==> config.mk <==
export PLATFORM = sky130hd
export DESIGN_NAME = popcount_accum
export DESIGN_NICKNAME = d
export VERILOG_FILES = /design/src/rtl/npu_pkg.sv /design/src/rtl/popcount8.sv /design/src/rtl/popcount_accum.sv
export SDC_FILE = /design/constraint.sdc
export NUM_CORES = 1
export LEC_CHECK = 0
export CAP_MARGIN = 0
export CORE_ASPECT_RATIO = 1.1
export CORE_UTILIZATION = 38
export CTS_BUF_LIST = sky130_fd_sc_hd__clkbuf_4
export DETAILED_ROUTE_END_ITERATION = 8
export PLACE_DENSITY_LB_ADDON = 0.3
export SETUP_SLACK_MARGIN = 0.1
export SLEW_MARGIN = 20
export SYNTH_ARGS = -nofsm -noshare
export SYNTH_HDL_FRONTEND = slang
export SYNTH_SLANG_ARGS = --single-unit
==> constraint.sdc <==
create_clock -name clk -period 8.2 [get_ports clk]
set_input_delay 1.23 -clock clk [delete_from_list [all_inputs] [get_ports clk]]
set_output_delay 1.23 -clock clk [all_outputs]
set_load 0.01 [all_outputs]
==> src/rtl/npu_pkg.sv <==
// Shared constants and helpers for the NPU compressor / adder-tree blocks.
package npu_pkg;

  localparam int unsigned POPC_BYTE_W = 8;
  localparam int unsigned POPC_CNT_W  = 4;

  // Ceiling log2; clog2(1) = 0, clog2(65) = 7.
  function automatic int unsigned clog2(input int unsigned value);
    int unsigned result;
    result = 0;
    for (int unsigned i = 0; i < 32; i++) begin
      if ((64'(1) << i) < 64'(value)) result = i + 1;
    end
    return result;
  endfunction

endpackage

==> src/rtl/popcount8.sv <==
// Combinational 8-bit ones counter built as a full/half-adder compressor tree.
module popcount8
  import npu_pkg::*;
(
  input  logic [POPC_BYTE_W-1:0] data,
  output logic [POPC_CNT_W-1:0]  count
);

  // {carry, sum}
  function automatic logic [1:0] fa(input logic a, input logic b, input logic c);
    return {(a & b) | (a & c) | (b & c), a ^ b ^ c};
  endfunction

  function automatic logic [1:0] ha(input logic a, input logic b);
    return {a & b, a ^ b};
  endfunction

  logic [1:0] t0, t1, t2, t3, t4, t5, t6;

  always_comb begin
    // weight-1 column
    t0 = fa(data[0], data[1], data[2]);
    t1 = fa(data[3], data[4], data[5]);
    t2 = ha(data[6], data[7]);
    t3 = fa(t0[0], t1[0], t2[0]);
    // weight-2 column: four carries
    t4 = fa(t0[1], t1[1], t2[1]);
    t5 = ha(t4[0], t3[1]);
    // weight-4 column
    t6 = ha(t4[1], t5[1]);
    count = {t6[1], t6[0], t5[0], t3[0]};
  end

endmodule

==> src/rtl/popcount_accum.sv <==
// Three-stage popcount accumulator: per-byte counts, beat sum, saturating packet accumulator.
module popcount_accum
  import npu_pkg::*;
#(
  parameter int unsigned WIDTH = 64,
  parameter int unsigned ACC_W = 16
) (
  input  logic             clk,
  input  logic             reset_n,
  input  logic             in_valid,
  output logic             in_ready,
  input  logic [WIDTH-1:0] in_data,
  input  logic [WIDTH-1:0] in_weight,
  input  logic             in_mode,
  input  logic             in_last,
  output logic             out_valid,
  input  logic             out_ready,
  output logic [ACC_W-1:0] out_sum,
  output logic             out_sat
);

  localparam int unsigned NB    = WIDTH / POPC_BYTE_W;
  localparam int unsigned SUM_W = clog2(WIDTH + 1);

  logic                             stall_c;
  logic [WIDTH-1:0]                 operand_c;
  logic [NB-1:0][POPC_CNT_W-1:0]    cnt_c;
  logic [NB-1:0][POPC_CNT_W-1:0]    cnt1;
  logic                             v1, l1;
  logic [SUM_W-1:0]                 sum_c;
  logic [SUM_W-1:0]                 sum2;
  logic                             v2, l2;
  logic [ACC_W-1:0]                 acc;
  logic                             sticky;
  logic [ACC_W:0]                   next_c;
  logic                             ovf_c;
  logic [ACC_W-1:0]                 result_c;

  // Global stall: a pending total that downstream refuses freezes every stage.
  assign stall_c  = out_valid && !out_ready;
  assign in_ready = !stall_c;

  assign operand_c = in_mode ? ~(in_data ^ in_weight) : in_data;

  for (genvar g = 0; g < NB; g++) begin : g_byte
    popcount8 u_pc8 (
      .data  (operand_c[g*POPC_BYTE_W +: POPC_BYTE_W]),
      .count (cnt_c[g])
    );
  end

  always_comb begin
    sum_c = '0;
    for (int i = 0; i < NB; i++) sum_c = sum_c + SUM_W'(cnt1[i]);
  end

  // Both addends fit in ACC_W bits, so the extra top bit is exactly the overflow.
  assign next_c   = {1'b0, acc} + (ACC_W+1)'(sum2);
  assign ovf_c    = next_c[ACC_W];
  assign result_c = ovf_c ? {ACC_W{1'b1}} : next_c[ACC_W-1:0];

  // S1 and S2 pipeline registers
  always_ff @(posedge clk or negedge reset_n) begin
    if (!reset_n) begin
      v1   <= 1'b0;
      l1   <= 1'b0;
      cnt1 <= '0;
      v2   <= 1'b0;
      l2   <= 1'b0;
      sum2 <= '0;
    end else if (!stall_c) begin
      v1   <= in_valid;
      l1   <= in_last;
      cnt1 <= cnt_c;
      v2   <= v1;
      l2   <= l1;
      sum2 <= sum_c;
    end
  end

  // S3 accumulator and output register
  always_ff @(posedge clk or negedge reset_n) begin
    if (!reset_n) begin
      acc       <= '0;
      sticky    <= 1'b0;
      out_valid <= 1'b0;
      out_sum   <= '0;
      out_sat   <= 1'b0;
    end else if (!stall_c) begin
      out_valid <= v2 && l2;
      if (v2) begin
        if (l2) begin
          out_sum <= result_c;
          out_sat <= sticky | ovf_c;
          acc     <= '0;
          sticky  <= 1'b0;
        end else begin
          acc     <= result_c;
          sticky  <= sticky | ovf_c;
        end
      end
    end
  end

endmodule

==> out/qor.csv <==
stage,metric,value,unit
worst_hold_path,Hold Path Cell Cnt,2,
synthesis,Yosys warnings,0,
synthesis,Synth Instances,645,
synthesis,synthesized area per cell,9.66,µm²
setup_path,Worst setup EP type,output pin,
synthesis,Unique masters post-synth,55,
synthesis,main area contributors after synthesis,"dfrtp_1 (31%), fa_1 (18%), xnor2_1 (9.3%)",
global_routing,grt ovf,0,
cts,clock latency on the worst-skew pair,0.46,ns
placed_design,PortBufs,152,
cts,Root Driver,clkbuf_4,
finish,Area Overhead vs Synth,29.5,%
finish,n_diodes,0,
setup_path,Worst Reg2Reg Path Length in Cells,12,
setup_path,crit-path most repeated cell,clkdlybuf4s50_1,
setup_path,reg2reg start,cnt1[14]$_DFFE_PN0N_,
outcome,status,"complete, no violations",
power,total power after layout,0.00330,W
finish,FF+latch area,1950,µm²
cts,Hold Buf Count CTS,0,
detailed_routing,remaining antenna violation count,0,
cts,Post-CTS Resized,0,
synthesis,Synth Register Bits,78,
power,Lkg Pwr,3.56,nW
power,PD cells,409,nW/µm²
synthesis,mapped cell area,6230,µm²
sta,Tightest Pin Transition,1.01,ns
detailed_routing,WL final,12900,µm
sta,Max Transition Viols Final,0,
global_routing,vias in the first global route,4766,
synthesis,ys async rst share,1.00,
synthesis,most common cell in the synthesized netlist,nand2_1,
worst_hold_path,Worst Hold End,out_sum[12]$_DFFE_PN0P_,
global_routing,gr usage total,0.163,
detailed_routing,initial drt markers,278,
placed_design,DP Worst Slack,3.15,ns
synthesis,syn_nets,873,
global_routing,initial antenna violation count,0,
finish,final-stage net count,1012,
placed_design,GPL Wtd Cong,0.847,
setup_path,crit-path cells,clkdlybuf4s50_1 -> and2b_1 -> inv_2 -> buf_4 -> clkdlybuf4s50_1,
detailed_routing,via count,4662,
finish,Multi-input gate area,3950,µm²
worst_hold_path,min-delay src,out_sum[12]$_DFFE_PN0P_,
sta,Max-slew headroom,0.325,
sta,Setup Skew,0.0293,ns
floorplanning,Placeable Area,15900,µm²
detailed_routing,Wirelength per Cell,13.0,µm
floorplanning,row count,48,
setup_path,Worst EP required,6.97,ns
cts,post-CTS setup buffer count,0,
floorplanning,io pins,153,
synthesis,area share of the largest cell type after synthesis,0.313,
setup_path,CP top delay family,buffers and inverters,
synthesis,"EDFF count, synth",0,
sta,RSZ-0062 raised after global routing,false,
detailed_routing,# DRC,0,
setup_path,critical path peak fanout,35,
sta,Final Hold Vio Count,0,
cts,CTS tree,built,
global_routing,wire length of the first global-routing pass,21500,µm
finish,post-route core utilization,0.509,
finish,fill cell count,1484,
sta,clock period minus worst slack,5.03,ns
sta,Setup TNS,0,ns
cts,total CTS buffers,9,
setup_path,"Slowest-stage cell, CP",and2b_1,
cts,Clock Tree Buf Depth,2,
placed_design,dpl hpwl,10400,µm
setup_path,CP arrival,3.80,ns
floorplanning,initial core utilization,0.393,
detailed_routing,vias per cell,4.71,
sta,final critical-path share of the clock period,0.614,
floorplanning,Die Area,16900,µm²
sta,Max Clk Rate,0.199,GHz
setup_path,CP bufs+invs,4,
setup_path,CP peak stage delay,0.86,ns
setup_path,reg2reg end,sum2[6]$_DFFE_PN0N_,
cts,clock-pin slew on the worst setup and hold paths,0.15,ns
synthesis,largest area contributor in the netlist,dfrtp_1,
flow_run,max-cap violations,0,
detailed_routing,Detailed Routing Iterations Pass 1,4,
sta,hold_ws,0.497,ns
floorplanning,Die Y,136,µm
setup_path,Crit Path Category,input pin to output pin,
sta,PnR worst setup slack,3.17,ns
synthesis,post-synthesis sequential area ratio,0.313,
cts,CTS sink count,78,
sta,Final setup viols,0,
global_routing,largest net degree at the start of global routing,79,
worst_hold_path,Hold WC Path Type,flop to flop,
synthesis,dominant synthesized flop cell,dfrtp_1,
finish,ratio of cells with drive above 1 in the final layout,0.0520,
power,peak supply drop,414,µV
setup_path,Setup crit start kind,input pin,
synthesis,Post-synth top cells,"nand2_1 (115), dfrtp_1 (78), xnor2_1 (66)",
cts,H-tree depth,3,
setup_path,register-to-register setup slack,4.54,ns
floorplanning,chip width,124,µm
-- where the power goes --
group	internal (W)	leakage (nW)	total [W]	switching [W]
Sequential	0.000570	0.981	0.000669	0.0000987
Combinational	0.00110	2.49	0.00236	0.00126
Clock	0.000124	0.0825	0.000272	0.000148
-- routing by layer --
layer / track usage / vias up / routed length [µm]
met5: 0 / - / 0
met4: 0.0642 / 0 / 243
met3: 0.0247 / 17 / 621
met2: 0.296 / 147 / 6660
met1: 0.190 / 2168 / 5350
li1: - / 2330 / -
-- worst register-to-register path, stage by stage (launching register included) --
cell	delay, ns
dfrtp_1	0.43
fa_1	0.55
inv_1	0.06
fa_1	0.58
fa_1	0.45
fa_1	0.46
inv_1	0.07
ha_1	0.16
inv_1	0.06
fa_1	0.45
nor2b_1	0.12
o21ai_0	0.08
a21oi_1	0.12
-- cells in the final DEF, fill, tap and decap left out, types with 3 or more instances in the layout --
| cell type | instances |
|---|---|
| clkbuf_4 | 9 |
| nand2_1 | 115 |
| a31oi_1 | 5 |
| nor3_1 | 5 |
| clkdlybuf4s50_1 | 150 |
| and2_1 | 4 |
| dfrtp_1 | 78 |
| a21o_1 | 5 |
| nand3_2 | 3 |
| inv_1 | 54 |
| and3_1 | 3 |
| o21ai_1 | 4 |
| nor2b_1 | 25 |
| a21oi_1 | 20 |
| fa_1 | 56 |
| o21ai_0 | 27 |
| xor2_1 | 9 |
| xnor2_1 | 66 |
| nor2_1 | 20 |
| ha_1 | 38 |
| nand2b_1 | 41 |
-- logic make-up (layout without fill, tap and decap cells) --
group                      after synthesis  count (layout)  share of synthesized area
and+or+nand+nor                        230             230                      0.181
adders and majority gates               94              94                      0.256
AOI/OAI and AO/OA                       87              87                     0.0902
buffers and inverters                   81             225                     0.0536
DFF                                     78              78                      0.313
xor gates and xnor gates                75              75                      0.105
-- worst max path at each step --
stage / cells past startpoint / to / start / slack, ns
floorplan: 11 / cnt1[22]$_DFFE_PN0N_ / in_mode / 4.57
global placement: 5 / in_ready / out_ready / 3.18
detailed placement: 5 / in_ready / out_ready / 3.15
CTS: 5 / in_ready / out_ready / 3.13
global route: 5 / in_ready / out_ready / 2.91
finish: 5 / in_ready / out_ready / 3.17
-- sequential cells by signal (all words and copies together), names as in the netlist --
| register | count |
|---|---|
| out_valid | 1 |
| acc | 16 |
| out_sum | 16 |
| sum2 | 7 |
| v1 | 1 |
| l2 | 1 |
| v2 | 1 |
| out_sat | 1 |
| l1 | 1 |
| sticky | 1 |
| cnt1 | 32 |
-- per-stage QoR --
stage	cell area (µm²)	cells
finish	8070	989
global route	8070	989
CTS	8040	988
detailed placement	7880	972
global placement	7880	972
floorplan	6230	645
-- cell type report --
class,count,share of cell area
Multi-Input combinational cell,486,0.489
Inverter,55,0.0256
Clock buffer,9,0.00837
Tap cell,200,0.0310
Timing Repair Buffer,154,0.192
Sequential cell,78,0.242
Clock inverter,7,0.0121
(Power assumes the default switching activity.)
